File: src/rtl/lc3_pkg.sv
// lc3_pkg
// Shared LC-3 definitions for the operate-instruction sequencer and its
// helpers:
//   - opcode constants for the operate instructions (ADD, AND, NOT)
//   - the ALU operation encoding driven onto ALU_signal
//   - the sequencer state encoding
//   - small decode helpers (immediate sign extension, opcode checks)
package lc3_pkg;

    localparam logic [3:0] OP_ADD = 4'b0001;
    localparam logic [3:0] OP_AND = 4'b0101;
    localparam logic [3:0] OP_NOT = 4'b1001;

    typedef enum logic [1:0] {
        ALU_ADD  = 2'b00,
        ALU_AND  = 2'b01,
        ALU_NOT  = 2'b10,
        ALU_PASS = 2'b11
    } alu_op_t;

    typedef enum logic [2:0] {
        ST_IDLE = 3'd0,
        ST_READ = 3'd1,
        ST_EXEC = 3'd2,
        ST_WB   = 3'd3,
        ST_ERR  = 3'd4
    } state_t;

    // Sign-extend the 5-bit immediate of ADD/AND to a full data word.
    function automatic logic [15:0] sext5(input logic [4:0] imm);
        return {{11{imm[4]}}, imm};
    endfunction

    // True for the opcodes this sequencer knows how to execute.
    function automatic logic is_operate(input logic [3:0] opcode);
        return (opcode == OP_ADD) || (opcode == OP_AND) || (opcode == OP_NOT);
    endfunction

    // ALU operation for an accepted operate opcode; PASS for anything else.
    function automatic alu_op_t alu_op_for(input logic [3:0] opcode);
        alu_op_t op;
        op = ALU_PASS;
        if (opcode == OP_ADD) op = ALU_ADD;
        if (opcode == OP_AND) op = ALU_AND;
        if (opcode == OP_NOT) op = ALU_NOT;
        return op;
    endfunction

endpackage

File: src/rtl/lc3_operate_ctrl_if.sv
// lc3_operate_ctrl_if
// Bundles every non-clock signal between the operate sequencer and its
// surroundings (instruction source, register file, ALU).
//   instr_valid / instr / instr_ready : instruction handshake
//   SR1 / SR2 / SR1OUT / SR2OUT       : register-file reads (combinational)
//   ALU_signal / alu_a / alu_b / ALU_OUT : shared ALU drive and result
//   LD_REG / DR / wb_data             : register-file write port
//   NZP                               : condition codes
//   done / illegal                    : retirement / rejection pulses
// The master modport is the sequencer; the slave modport is the environment.
interface lc3_operate_ctrl_if;

    logic        instr_valid;
    logic [15:0] instr;
    logic        instr_ready;

    logic [2:0]  SR1;
    logic [2:0]  SR2;
    logic [15:0] SR1OUT;
    logic [15:0] SR2OUT;

    logic [1:0]  ALU_signal;
    logic [15:0] alu_a;
    logic [15:0] alu_b;
    logic [15:0] ALU_OUT;

    logic        LD_REG;
    logic [2:0]  DR;
    logic [15:0] wb_data;

    logic [2:0]  NZP;
    logic        done;
    logic        illegal;

    modport master (
        input  instr_valid, instr, SR1OUT, SR2OUT, ALU_OUT,
        output instr_ready, SR1, SR2, ALU_signal, alu_a, alu_b,
               LD_REG, DR, wb_data, NZP, done, illegal
    );

    modport slave (
        output instr_valid, instr, SR1OUT, SR2OUT, ALU_OUT,
        input  instr_ready, SR1, SR2, ALU_signal, alu_a, alu_b,
               LD_REG, DR, wb_data, NZP, done, illegal
    );

endinterface

File: src/rtl/lc3_operate_ctrl_nzp_reg.sv
// nzp_reg
// LC-3 condition-code register. When load is high the {N,Z,P} flags are
// recomputed from the 16-bit value being written back; otherwise they hold.
// Reset leaves the register with Z set (3'b010).
//   clk    : rising-edge clock
//   reset  : synchronous, active-high
//   result : value whose sign/zero status sets the flags
//   load   : update enable
//   nzp    : {N,Z,P}
module nzp_reg (
    input  logic        clk,
    input  logic        reset,
    input  logic [15:0] result,
    input  logic        load,
    output logic [2:0]  nzp
);

    // Exactly one flag is ever set: negative, zero, or strictly positive.
    always_ff @(posedge clk) begin
        if (reset) begin
            nzp <= 3'b010;
        end else if (load) begin
            nzp <= {result[15],
                    result == 16'h0000,
                    !result[15] && (result != 16'h0000)};
        end
    end

endmodule

File: src/rtl/lc3_operate_ctrl.sv
// lc3_operate_ctrl
// Multi-cycle sequencer for the LC-3 operate instructions ADD, AND and NOT.
// One instruction is accepted per handshake in IDLE, then walks through
// READ (capture operands), EXEC (drive the shared ALU), WB (write back and
// update NZP). Any other opcode visits ERR for one cycle and is dropped.
//   clk, reset : rising-edge clock, synchronous active-high reset
//   bus        : lc3_operate_ctrl_if.master (handshake, register-file read
//                and write ports, ALU drive/result, NZP, done, illegal)
module lc3_operate_ctrl
    import lc3_pkg::*;
(
    input  logic                      clk,
    input  logic                      reset,
    lc3_operate_ctrl_if.master        bus
);

    state_t      state;
    logic [15:0] ir;
    logic [15:0] opa;
    logic [15:0] opb;
    logic [15:0] result;

    logic        ready_q;
    logic        ld_reg_q;
    logic        done_q;
    logic        illegal_q;
    alu_op_t     alu_sel_q;

    logic [3:0]  opcode;
    logic        use_imm;
    logic [15:0] opb_next;

    assign opcode   = ir[15:12];
    // NOT has bit 5 set in its encoding but never takes an immediate.
    assign use_imm  = ir[5] && (opcode != OP_NOT);
    assign opb_next = use_imm ? sext5(ir[4:0]) : bus.SR2OUT;

    // Main sequencer. Every output flag is registered alongside the state
    // transition into the state that owns it, so outputs are glitch-free and
    // line up exactly with the state they belong to. The operand registers
    // double as the ALU operand outputs: they are loaded on entry to EXEC and
    // cleared on leaving it, which keeps the ALU inputs quiet at all other
    // times. A reset in any state drops whatever instruction was in flight.
    always_ff @(posedge clk) begin
        if (reset) begin
            state     <= ST_IDLE;
            ir        <= 16'h0000;
            opa       <= 16'h0000;
            opb       <= 16'h0000;
            result    <= 16'h0000;
            ready_q   <= 1'b1;
            ld_reg_q  <= 1'b0;
            done_q    <= 1'b0;
            illegal_q <= 1'b0;
            alu_sel_q <= ALU_PASS;
        end else begin
            ld_reg_q  <= 1'b0;
            done_q    <= 1'b0;
            illegal_q <= 1'b0;
            case (state)
                ST_IDLE: begin
                    if (bus.instr_valid && ready_q) begin
                        ir      <= bus.instr;
                        ready_q <= 1'b0;
                        if (is_operate(bus.instr[15:12])) begin
                            state <= ST_READ;
                        end else begin
                            state     <= ST_ERR;
                            illegal_q <= 1'b1;
                        end
                    end
                end
                ST_READ: begin
                    opa       <= bus.SR1OUT;
                    opb       <= opb_next;
                    alu_sel_q <= alu_op_for(opcode);
                    state     <= ST_EXEC;
                end
                ST_EXEC: begin
                    result    <= bus.ALU_OUT;
                    opa       <= 16'h0000;
                    opb       <= 16'h0000;
                    alu_sel_q <= ALU_PASS;
                    ld_reg_q  <= 1'b1;
                    done_q    <= 1'b1;
                    state     <= ST_WB;
                end
                ST_WB: begin
                    ready_q <= 1'b1;
                    state   <= ST_IDLE;
                end
                ST_ERR: begin
                    ready_q <= 1'b1;
                    state   <= ST_IDLE;
                end
                default: begin
                    opa       <= 16'h0000;
                    opb       <= 16'h0000;
                    alu_sel_q <= ALU_PASS;
                    ready_q   <= 1'b1;
                    state     <= ST_IDLE;
                end
            endcase
        end
    end

    // Flags update on the same edge that ends WB, i.e. together with the
    // register-file write.
    nzp_reg u_nzp (
        .clk    (clk),
        .reset  (reset),
        .result (result),
        .load   (ld_reg_q),
        .nzp    (bus.NZP)
    );

    assign bus.instr_ready = ready_q;
    assign bus.SR1         = ir[8:6];
    assign bus.SR2         = ir[2:0];
    assign bus.DR          = ir[11:9];
    assign bus.ALU_signal  = alu_sel_q;
    assign bus.alu_a       = opa;
    assign bus.alu_b       = opb;
    assign bus.LD_REG      = ld_reg_q;
    assign bus.wb_data     = result;
    assign bus.done        = done_q;
    assign bus.illegal     = illegal_q;

endmodule

File: src/flat_wrapper.sv
// flat-port wrapper written by rule: the top's interface ports become plain ports
module lc3_operate_ctrl_flat import lc3_pkg::*;
  (clk, reset, bus_instr_valid, bus_instr, bus_SR1OUT, bus_SR2OUT, bus_ALU_OUT, bus_instr_ready, bus_SR1, bus_SR2, bus_ALU_signal, bus_alu_a, bus_alu_b, bus_LD_REG, bus_DR, bus_wb_data, bus_NZP, bus_done, bus_illegal);
  lc3_operate_ctrl_if bus_i ();
  input  logic clk;
  input  logic reset;
  input wire logic [$bits(bus_i.instr_valid)-1:0] bus_instr_valid;
  input wire logic [$bits(bus_i.instr)-1:0] bus_instr;
  input wire logic [$bits(bus_i.SR1OUT)-1:0] bus_SR1OUT;
  input wire logic [$bits(bus_i.SR2OUT)-1:0] bus_SR2OUT;
  input wire logic [$bits(bus_i.ALU_OUT)-1:0] bus_ALU_OUT;
  output wire logic [$bits(bus_i.instr_ready)-1:0] bus_instr_ready;
  output wire logic [$bits(bus_i.SR1)-1:0] bus_SR1;
  output wire logic [$bits(bus_i.SR2)-1:0] bus_SR2;
  output wire logic [$bits(bus_i.ALU_signal)-1:0] bus_ALU_signal;
  output wire logic [$bits(bus_i.alu_a)-1:0] bus_alu_a;
  output wire logic [$bits(bus_i.alu_b)-1:0] bus_alu_b;
  output wire logic [$bits(bus_i.LD_REG)-1:0] bus_LD_REG;
  output wire logic [$bits(bus_i.DR)-1:0] bus_DR;
  output wire logic [$bits(bus_i.wb_data)-1:0] bus_wb_data;
  output wire logic [$bits(bus_i.NZP)-1:0] bus_NZP;
  output wire logic [$bits(bus_i.done)-1:0] bus_done;
  output wire logic [$bits(bus_i.illegal)-1:0] bus_illegal;
  assign bus_i.instr_valid = bus_instr_valid;
  assign bus_i.instr = bus_instr;
  assign bus_i.SR1OUT = bus_SR1OUT;
  assign bus_i.SR2OUT = bus_SR2OUT;
  assign bus_i.ALU_OUT = bus_ALU_OUT;
  assign bus_instr_ready = bus_i.instr_ready;
  assign bus_SR1 = bus_i.SR1;
  assign bus_SR2 = bus_i.SR2;
  assign bus_ALU_signal = bus_i.ALU_signal;
  assign bus_alu_a = bus_i.alu_a;
  assign bus_alu_b = bus_i.alu_b;
  assign bus_LD_REG = bus_i.LD_REG;
  assign bus_DR = bus_i.DR;
  assign bus_wb_data = bus_i.wb_data;
  assign bus_NZP = bus_i.NZP;
  assign bus_done = bus_i.done;
  assign bus_illegal = bus_i.illegal;
  lc3_operate_ctrl u_core (.clk(clk), .reset(reset), .bus(bus_i));
endmodule
File: config.mk
export PLATFORM = sky130hd
export DESIGN_NAME = lc3_operate_ctrl_flat
export DESIGN_NICKNAME = d
export VERILOG_FILES = /design/src/rtl/lc3_pkg.sv /design/src/rtl/lc3_operate_ctrl_if.sv /design/src/rtl/lc3_operate_ctrl_nzp_reg.sv /design/src/rtl/lc3_operate_ctrl.sv /design/src/flat_wrapper.sv
export SDC_FILE = /design/constraint.sdc
export NUM_CORES = 1
export LEC_CHECK = 0
export CORE_MARGIN = 3
export CORE_UTILIZATION = 35
export CTS_CLUSTER_SIZE = 40
export DETAILED_ROUTE_END_ITERATION = 7
export PLACE_DENSITY = 0.67
export SETUP_SLACK_MARGIN = 0.05
export SYNTH_ARGS = -nofsm -noshare
export SYNTH_HDL_FRONTEND = slang
export SYNTH_HIERARCHICAL = 1
export SYNTH_SLANG_ARGS = --single-unit
File: constraint.sdc
create_clock -name clk -period 3.7 [get_ports clk]
set_clock_uncertainty 0.2 [all_clocks]
set_input_delay 0.37 -clock clk [delete_from_list [all_inputs] [get_ports clk]]
set_output_delay 0.37 -clock clk [all_outputs]
set_load 0.02 [all_outputs]
==> metrics <==
Worst Max-Slew Pin Slew ~1.0 ns; DRT Wirelength 9.70 mm; Port Buf Inserts between 100 and 150; wire length on met2 ~4.8 mm; CTS H-tree depth 3; initial antenna violation count 0; via count 3,237; slew margin rel. roughly a third; largest net degree at the start of global routing 39; Worst VDD drop 0.217 mV; cts hold-fix bufs 0; Routed Antenna Nets 0; final slew viol count 0; Hold Crit Class reg2reg; Seq/Total Area, Yosys around 46%; Final min period 2.28 ns; met3 WL post-DR 504 um; YS warnings 6; fin worst setup slack between 1 and 1.5 ns; internal power between 0.001 and 0.0015 W; P_sw 0.000497 W; hold path cells 2; Leak 1.57 nW; RSZ-0062 raised after global routing false; largest family of logic cells by synthesized area compound AO/OA/AOI/OAI gates; number of global-route vias before repair 3,063; ANT cells 0; Fin Setup TNS 0 ns; first-pass GRT wire length between 15 and 20 mm; core area 8890 sq um; gr ovfl total 0; period utilisation layout 61.6%; Post-synth ARST share 0%; 1st-iter DRT viols 133; # nets final 558; clock root buffer master clkbuf_8; worst path bufs/invs 1; Post-Syn Area between 3000 and 4000 sq um; Post-synth EDFFs 0; vias per cell 5.36; num rows 34; cell family with most CP delay flip-flops; worst r2r dst u_core/bus.alu_b[13]$_SDFFE_PP0N_; switching part of the total 26.6%; GRT Overall Usage 18.4%; clock sink count 75; register bit total from synthesis 75; clock latency on the worst-skew pair between 0.3 and 0.4 ns; CTS resizes 0; Synth Area in XOR/XNOR less than 1%; gpl congestion just under 0.8; CTS Buf Count 9; Max FO, Critical Path 26; status complete, no violations; CP cell instances nor3b_4 -> buf_4 -> a211oi_1 -> a311oi_1; Net Count, Synth 458; WHS 0.272 ns; DR top layer met4; Hold Fails Final Rpt 0; max_cap viols 0; CP startpoint u_core/state[0]$_SDFFE_PP0P_; Worst setup SP type flop; Die ar. 10,500 sq um; CP max stage cell dfxtp_1; CTS clk-pin slew, worst paths 0.09 ns; Metal-1 WL 4.26 mm; I/O Pins 133; routed length per instance 16.1 um; multiplexer share of the synthesized area less than 1%; worst-case clock buffer depth 2; Die Y between 100 and 150 um; Hold Startpoint u_core/bus.alu_a[15]$_SDFFE_PP0N_; cells after synthesis 391; Synth Area in Simple Gates 19.0%; Die X 103 um; Critical Path RT ~3.8 ns; syn_area_per_cell 8.36 sq um; top_reg_cell synth dfxtp_1; CTS tree yes; clock network power share 38.4%; first-pass iteration count of the detailed router 4; Critical Path Max Stage Delay between 0.7 and 0.8 ns; Hold Path Sink u_core/bus.alu_a[15]$_SDFFE_PP0N_; worst reg2reg setup slack 1.42 ns; synth unique cells 41; Adder-Cell Fraction of Synth Area 0%; pre-CTS setup slack 1.37 ns; Highest Clock Rate 0.439 GHz; detailed placement HPWL 6.77 mm; DRC errors left 0; combinational share of power ~15%; CP arrival between 2 and 2.5 ns; fraction of layout cells with a size suffix above 1 roughly 6.5%; crit end category flop; Post-CTS Repair Setup Buffers 0; power density cells 392 nW/um^2; r2r startpoint u_core/state[0]$_SDFFE_PP0P_; Reg power frac a little under half; Register-to-Register Path Depth 4; Syn-to-layout area delta 46.0%; Final setup viols 0; CP Class reg2reg; fill count 855; initial core utilization 36.8%; compound-gate portion of the synthesized area 26.9%
==> worst max path at each step <==
stage	to	slack [ns]	cells past startpoint
CTS	u_core/bus.alu_b[13]$_SDFFE_PP0N_	1.42	4
global placement	u_core/state[2]$_SDFFE_PP0P_	1.45	3
floorplan	u_core/bus.wb_data[9]$_SDFFE_PP0P_	1.98	6
finish	u_core/bus.alu_b[13]$_SDFFE_PP0N_	1.42	4
global route	u_core/bus.wb_data[14]$_SDFFE_PP0P_	1.17	3
detailed placement	u_core/state[2]$_SDFFE_PP0P_	1.37	3
==> through the flow <==
stage	std cells	instance area, sq um	power (W)	util [%]
2_1_floorplan	391	3270	0.00103	-
3_3_place_gp	588	4540	0.00117	51.1
3_5_place_dp	588	4540	0.00117	51.1
4_1_cts	604	4770	0.00189	53.7
5_1_grt	604	4770	0.00196	53.7
6_report	604	4770	0.00187	53.7
==> power by group through the flow <==
stage,Clock (W),Combinational [W],Sequential [W]
final,0.000717,0.000283,0.000868
after global routing,0.000772,0.000310,0.000875
after CTS,0.000734,0.000284,0.000868
after detailed placement,0,0.000283,0.000887
after global placement,0,0.000280,0.000886
after floorplan,0,0.000139,0.000891
==> cells in the mapped netlist, types with 5 or more instances <==
cell type | n | area (sq um)
dfxtp_1 | 75 | 1500
o21ai_0 | 60 | 300
a21oi_1 | 51 | 255
nand2_1 | 51 | 191
clkbuf_1 | 32 | 120
nand3_1 | 22 | 110
a211oi_1 | 11 | 82.6
a311oi_1 | 11 | 96.3
and4b_1 | 11 | 110
buf_4 | 11 | 82.6
buf_2 | 5 | 25.0
o2111ai_1 | 5 | 43.8
==> worst min-delay path: stages (launching register included) <==
cell,delay [ns]
dfxtp_1,0.31
o21ai_0,0.06
a21oi_1,0.06
==> layer usage <==
metal / global-route usage [%] / vias to the layer above
met2: 28.8 / 91
met5: 0 / -
met4: 6.96 / 0
met1: 24.9 / 1507
met3: 3.79 / 12
li1: - / 1627
==> cells by family after synthesis <==
group                     Yosys count
xor gates and xnor gates            1
DFF                                75
and+or+nand+nor                   111
buffers and inverters              53
muxes                               1
AOI/OAI and AO/OA                 150
==> layout make-up <==
| type | count | area [sq um] | area share (%) |
|---|---|---|---|
| multi-input cells | 263 | 1530 | 32.1 |
| flip-flops and latches | 75 | 1500 | 31.5 |
| inverters | 4 | 15.0 | 0.315 |
| clock inverters | 7 | 105 | 2.20 |
| well taps | 108 | 135 | 2.83 |
| clock buffers | 9 | 124 | 2.60 |
| repair buffers | 138 | 1360 | 28.5 |
==> cell usage in the layout (no fill, tap or decap), types with 3 or more instances in the layout <==
| master | instances |
|---|---|
| clkdlybuf4s50_1 | 131 |
| dfxtp_1 | 75 |
| o21ai_0 | 60 |
| nand2_1 | 51 |
| a21oi_1 | 51 |
| nand3_1 | 22 |
| and4b_1 | 11 |
| a211oi_1 | 11 |
| a311oi_1 | 11 |
| clkbuf_8 | 9 |
| buf_4 | 6 |
| o2111ai_1 | 5 |
| inv_1 | 4 |
| o221ai_1 | 4 |
| nor4_1 | 4 |
| inv_6 | 3 |
| nor3_1 | 3 |
| nor2_1 | 3 |
Note: power is estimated with default switching activity, not from simulation.
